### src/rtl/sdram_lock_seq.sv
// DCM reset/lock sequencer: pulses the DCM reset, waits for a stable lock with
// bounded retries, and releases the SDRAM-domain reset only while lock is held.
module sdram_lock_seq #(
    parameter int unsigned RST_PULSE_CYCLES = 4,
    parameter int unsigned LOCK_TIMEOUT     = 65535,
    parameter int unsigned STABLE_CYCLES    = 256,
    parameter int unsigned MAX_RETRIES      = 8
) (
    input  logic       clk,
    input  logic       rst,
    input  logic       dcm_locked,
    input  logic       restart,
    output logic       dcm_rst,
    output logic       sdram_rst,
    output logic       ready,
    output logic       lock_error,
    output logic [7:0] relock_count
);

    localparam logic [15:0] PULSE_LAST   = 16'(RST_PULSE_CYCLES - 1);
    localparam logic [15:0] TIMEOUT_LAST = 16'(LOCK_TIMEOUT - 1);
    localparam logic [15:0] STABLE_LAST  = 16'(STABLE_CYCLES - 1);
    localparam logic [3:0]  RETRY_LIMIT  = 4'(MAX_RETRIES);

    typedef enum logic [2:0] {
        ST_PULSE     = 3'd0,
        ST_WAIT_LOCK = 3'd1,
        ST_STABLE    = 3'd2,
        ST_RUN       = 3'd3,
        ST_FAIL      = 3'd4
    } state_t;

    state_t      state_q, state_d;
    logic [15:0] timer_q, timer_d;
    logic [3:0]  retry_q, retry_d;
    logic [7:0]  relock_q, relock_d;
    logic        sync1_q, sync2_q;
    logic        dcm_rst_q, sdram_rst_q, ready_q, lock_error_q;
    logic        dcm_rst_d, sdram_rst_d, ready_d, lock_error_d;
    logic        locked_s;

    assign locked_s = sync2_q;

    // Two-flop synchronizer for the asynchronous DCM LOCKED signal
    always_ff @(posedge clk or negedge rst) begin
        if (!rst) begin
            sync1_q <= 1'b0;
            sync2_q <= 1'b0;
        end else begin
            sync1_q <= dcm_locked;
            sync2_q <= sync1_q;
        end
    end

    // Next-state, counter and output decode
    always_comb begin
        state_d  = state_q;
        timer_d  = timer_q + 16'd1;
        retry_d  = retry_q;
        relock_d = relock_q;
        case (state_q)
            ST_PULSE: begin
                if (timer_q == PULSE_LAST) begin
                    state_d = ST_WAIT_LOCK;
                    timer_d = 16'd0;
                end else begin
                    state_d = ST_PULSE;
                end
            end
            ST_WAIT_LOCK: begin
                // Lock is checked first so it wins a same-cycle timeout.
                if (locked_s) begin
                    state_d = ST_STABLE;
                    timer_d = 16'd0;
                end else if (timer_q == TIMEOUT_LAST) begin
                    retry_d = retry_q + 4'd1;
                    timer_d = 16'd0;
                    if (retry_d == RETRY_LIMIT) begin
                        state_d = ST_FAIL;
                    end else begin
                        state_d = ST_PULSE;
                    end
                end else begin
                    state_d = ST_WAIT_LOCK;
                end
            end
            ST_STABLE: begin
                if (!locked_s) begin
                    state_d = ST_PULSE;
                    timer_d = 16'd0;
                end else if (timer_q == STABLE_LAST) begin
                    state_d = ST_RUN;
                    timer_d = 16'd0;
                    retry_d = 4'd0;
                end else begin
                    state_d = ST_STABLE;
                end
            end
            ST_RUN: begin
                timer_d = 16'd0;
                if (!locked_s) begin
                    state_d = ST_PULSE;
                    if (relock_q != 8'hFF) begin
                        relock_d = relock_q + 8'd1;
                    end else begin
                        relock_d = relock_q;
                    end
                end else begin
                    state_d = ST_RUN;
                end
            end
            ST_FAIL: begin
                timer_d = 16'd0;
                if (restart) begin
                    state_d = ST_PULSE;
                    retry_d = 4'd0;
                end else begin
                    state_d = ST_FAIL;
                end
            end
            default: begin
                state_d = ST_PULSE;
                timer_d = 16'd0;
                retry_d = 4'd0;
            end
        endcase

        // Outputs are decoded from the next state so they register alongside it.
        dcm_rst_d    = (state_d == ST_PULSE);
        sdram_rst_d  = (state_d != ST_RUN);
        ready_d      = (state_d == ST_RUN);
        lock_error_d = (state_d == ST_FAIL);
    end

    // State, counters and registered outputs
    always_ff @(posedge clk or negedge rst) begin
        if (!rst) begin
            state_q      <= ST_PULSE;
            timer_q      <= 16'd0;
            retry_q      <= 4'd0;
            relock_q     <= 8'd0;
            dcm_rst_q    <= 1'b1;
            sdram_rst_q  <= 1'b1;
            ready_q      <= 1'b0;
            lock_error_q <= 1'b0;
        end else begin
            state_q      <= state_d;
            timer_q      <= timer_d;
            retry_q      <= retry_d;
            relock_q     <= relock_d;
            dcm_rst_q    <= dcm_rst_d;
            sdram_rst_q  <= sdram_rst_d;
            ready_q      <= ready_d;
            lock_error_q <= lock_error_d;
        end
    end

    assign dcm_rst      = dcm_rst_q;
    assign sdram_rst    = sdram_rst_q;
    assign ready        = ready_q;
    assign lock_error   = lock_error_q;
    assign relock_count = relock_q;

endmodule

### config.mk
export PLATFORM = sky130hd
export DESIGN_NAME = sdram_lock_seq
export DESIGN_NICKNAME = d
export VERILOG_FILES = /design/src/rtl/sdram_lock_seq.sv
export SDC_FILE = /design/constraint.sdc
export NUM_CORES = 1
export LEC_CHECK = 0
export ABC_AREA = 1
export CAP_MARGIN = 15
export CORE_ASPECT_RATIO = 0.75
export CORE_UTILIZATION = 40
export DETAILED_ROUTE_END_ITERATION = 16
export MAX_ROUTING_LAYER = met4
export PLACE_DENSITY = 0.63
export SLEW_MARGIN = 10
export SYNTH_ARGS = -nofsm -noshare
export SYNTH_HDL_FRONTEND = slang
export SYNTH_SLANG_ARGS = --single-unit
### constraint.sdc
create_clock -name clk -period 1.5 [get_ports clk]
set_input_delay 0.45 -clock clk [delete_from_list [all_inputs] [get_ports clk]]
set_output_delay 0.45 -clock clk [all_outputs]
set_load 0.02 [all_outputs]
==> impl_metrics.json <==
{
  "cp_slowest_cell": "dfrtp_1",
  "peakVddDrop_uv": 954,
  "outcome": "finished, violations left",
  "rr_worst_depth": 10,
  "finalHoldViolCount": 0,
  "critPathKind": "flip-flop to flip-flop",
  "grt_max_degree": 38,
  "grt_pass1_vias": 1710,
  "synth-seq-cells": 37,
  "post-dp-hpwl_um": 2990,
  "drc_errors": 0,
  "start_util_pct": 42.9,
  "clockRootBuffer": "clkbuf_8",
  "end_kind": "flip-flop",
  "gp_congestion": 0.822,
  "die_x_um": 83.4,
  "violations": "negative setup slack",
  "coreArea_mm2": 0.00462,
  "synthCells": 239,
  "die_area_mm2": 0.00525,
  "finalNetCount": 323,
  "r2r_start": "timer_q[0]$_DFF_PN0_",
  "viasPerCell": 4.80,
  "wl_met2_um": 2060,
  "report.final.slew_viol_count": 0,
  "syn_avg_cell_area_um2": 8.31,
  "drtIter0Drc": 124,
  "clkTransAtPathRegs_ns": 0.07,
  "pwr_density_cell_mw_per_mm2": 1320,
  "leakage_nw": 1.44,
  "rsz0062_at_grt": "true",
  "path_cells": "inv_1 -> ha_2 -> nand3_2 -> nor2_4 -> nor2_2 -> nand2_2 -> inv_2 -> nor2_8 -> clkbuf_16 -> nor2_1",
  "ys_warn_count": 0,
  "cts_made_buffers": 5,
  "drv_cap": 0,
  "tightest_slew_ns": 0.313,
  "insertion_delay_ns": 0.29,
  "power.total_mw": 3.81,
  "reg2reg_slack_ns": -0.04,
  "syn-cell-area_mm2": 0.00199,
  "timing.rr.end": "timer_q[4]$_DFF_PN0_",
  "path_buf_inv": 3,
  "skew_ns": 0.00447,
  "ant_nets": 0,
  "syn_to_final_growth_pct": 45.4,
  "cp.required_ns": 1.68,
  "num_io_pins": 16,
  "finalSetupViolCount": 20,
  "dp_slack_ns": -0.163,
  "grt_first_pass_wirelength_um": 7690,
  "hold_class": "input port to asynchronous set/reset pin",
  "antenna_found_initial": 0,
  "final.setup.tns_ns": -0.407,
  "row_count": 21,
  "min_period_over_period_pct": 102,
  "dr.pass1.iters": 4,
  "max_slew_margin_pct": 78.9,
  "finalCriticalPeriod_ns": 1.54,
  "worstPathArrival_ns": 1.72,
  "fmax_mhz": 651,
  "synth.distinct_cells": 22,
  "io_buffers": 15,
  "fin_cells": 372,
  "insertedDiodeCount": 0,
  "crit_path_max_fanout": 5,
  "die_h_um": 63.0,
  "routed_wl_um": 4540,
  "stdcell_area_mm2": 0.00289,
  "highest_layer": "met4",
  "dp_cells": 356,
  "drive_above_1_share_pct": 40.0,
  "synthesis.nets": 248,
  "start_kind": "flip-flop",
  "cts_tree": "done",
  "ys_seq_area_share_pct": 46.8,
  "grt_use_total_pct": 19.2,
  "wl_met1_um": 2240,
  "h-tree-depth": 2,
  "avgRoutedWirePerCell_um": 12.2,
  "post_dp_cell_area_mm2": 0.00256,
  "cpPeakStageDelay_ns": 0.43,
  "grt_overflow": 0,
  "holdBufCountCts": 0,
  "crit_family": "simple AND/OR/NAND/NOR gates",
  "vias": 1784,
  "wl_met3_um": 193,
  "clkSinkCount": 37,
  "layout_setup_ws_ns": -0.0365,
  "clockBufferDepth": 2
}
## metrics by stage
stage / utilization [%] / hold WS (ns)
floorplan: - / 0.154
global placement: 55.3 / 0.341
detailed placement: 55.3 / 0.343
CTS: 59.3 / 0.115
global route: 62.4 / 0.127
finish: 62.4 / 0.101
## synthesized netlist by cell type
cell type / instances / area, um^2
nand2_1: 57 / 214
nor2_1: 36 / 135
dfrtp_1: 35 / 876
inv_1: 25 / 93.8
nand3_1: 20 / 100
nor2_2: 14 / 87.6
xor2_1: 12 / 105
nand4_1: 7 / 43.8
nand2_2: 6 / 37.5
ha_1: 5 / 62.6
xnor2_1: 5 / 43.8
nor3_1: 4 / 20.0
dfstp_2: 2 / 52.6
inv_2: 2 / 7.51
nor2_4: 2 / 22.5
buf_12: 1 / 20.0
nand3_2: 1 / 10.0
nand3b_1: 1 / 7.51
nor2_8: 1 / 20.0
nor3_2: 1 / 10.0
o21ai_0: 1 / 5.00
o21bai_2: 1 / 11.3
## repair_timing
item                                    in CTS  in global routing
setup buffers                                3                  4
endpoints found under the setup margin      35                 33
resized for setup                           33                 32
pin swaps                                    3                 14
gates cloned                                 0                  1
## layout make-up
cell class | instances | area [um^2]
clock buffer | 7 | 86.3
inverter | 27 | 104
tap | 57 | 71.3
fill | 402 | 1740
sequential | 37 | 931
clock inverter | 1 | 30.0
timing repair buffer | 69 | 577
multi-input combinational | 174 | 1090
## flip-flops by register name, summed over array words and instances, names as in the netlist
signal	cells
lock_error	1
relock_count	8
ready	1
retry_q	4
timer_q	16
locked_s	1
sdram_rst	1
sync1_q	1
dcm_rst	1
state_q	3
## report_power, final
part	internal [mW]	switching, mW	total, mW
clock network	0.542	0.355	0.897
logic	0.770	0.848	1.62
registers	1.14	0.154	1.29
total	2.45	1.36	3.81
## layer usage
metal | track usage, % | up-vias
met5 | - | -
met4 | 7.54 | 0
met3 | 3.57 | 4
met2 | 27.9 | 42
met1 | 26.5 | 843
li1 | - | 895
## placed cells by master (no fill, tap or decap), types with 10 or more instances in the layout
master and n:
buf_4 49, dfrtp_1 33, nand3_1 13, nand2_2 12, xor2_1 11, nor2_2 15
nor2_4 10, inv_1 22, nor2_1 27, nand2_1 51
## cells by family after synthesis
kind of cell             count (synthesis)  synth area share, %
XOR/XNOR                                17                 7.50
adder cells (fa/ha/maj)                  5                 3.15
flip-flops                              37                 46.8
AO/OA/AOI/OAI                            2                0.819
AND/OR/NAND/NOR                        150                 35.7
buffers and inverters                   28                 6.11
## worst max path at each step
stage,startpoint,to,slack (ns),cells past startpoint
finish,timer_q[0]$_DFF_PN0_,timer_q[4]$_DFF_PN0_,-0.04,10
global route,timer_q[0]$_DFF_PN0_,timer_q[5]$_DFF_PN0_,-0.1,10
CTS,timer_q[0]$_DFF_PN0_,retry_q[2]$_DFFE_PN0P_,-0.02,10
detailed placement,restart,retry_q[2]$_DFFE_PN0P_,-0.16,8
global placement,restart,retry_q[2]$_DFFE_PN0P_,-0.12,8
floorplan,relock_count[0]$_DFFE_PN0P_,relock_count[3]$_DFFE_PN0P_,0.02,8
Power figures use the tool's default switching activity.
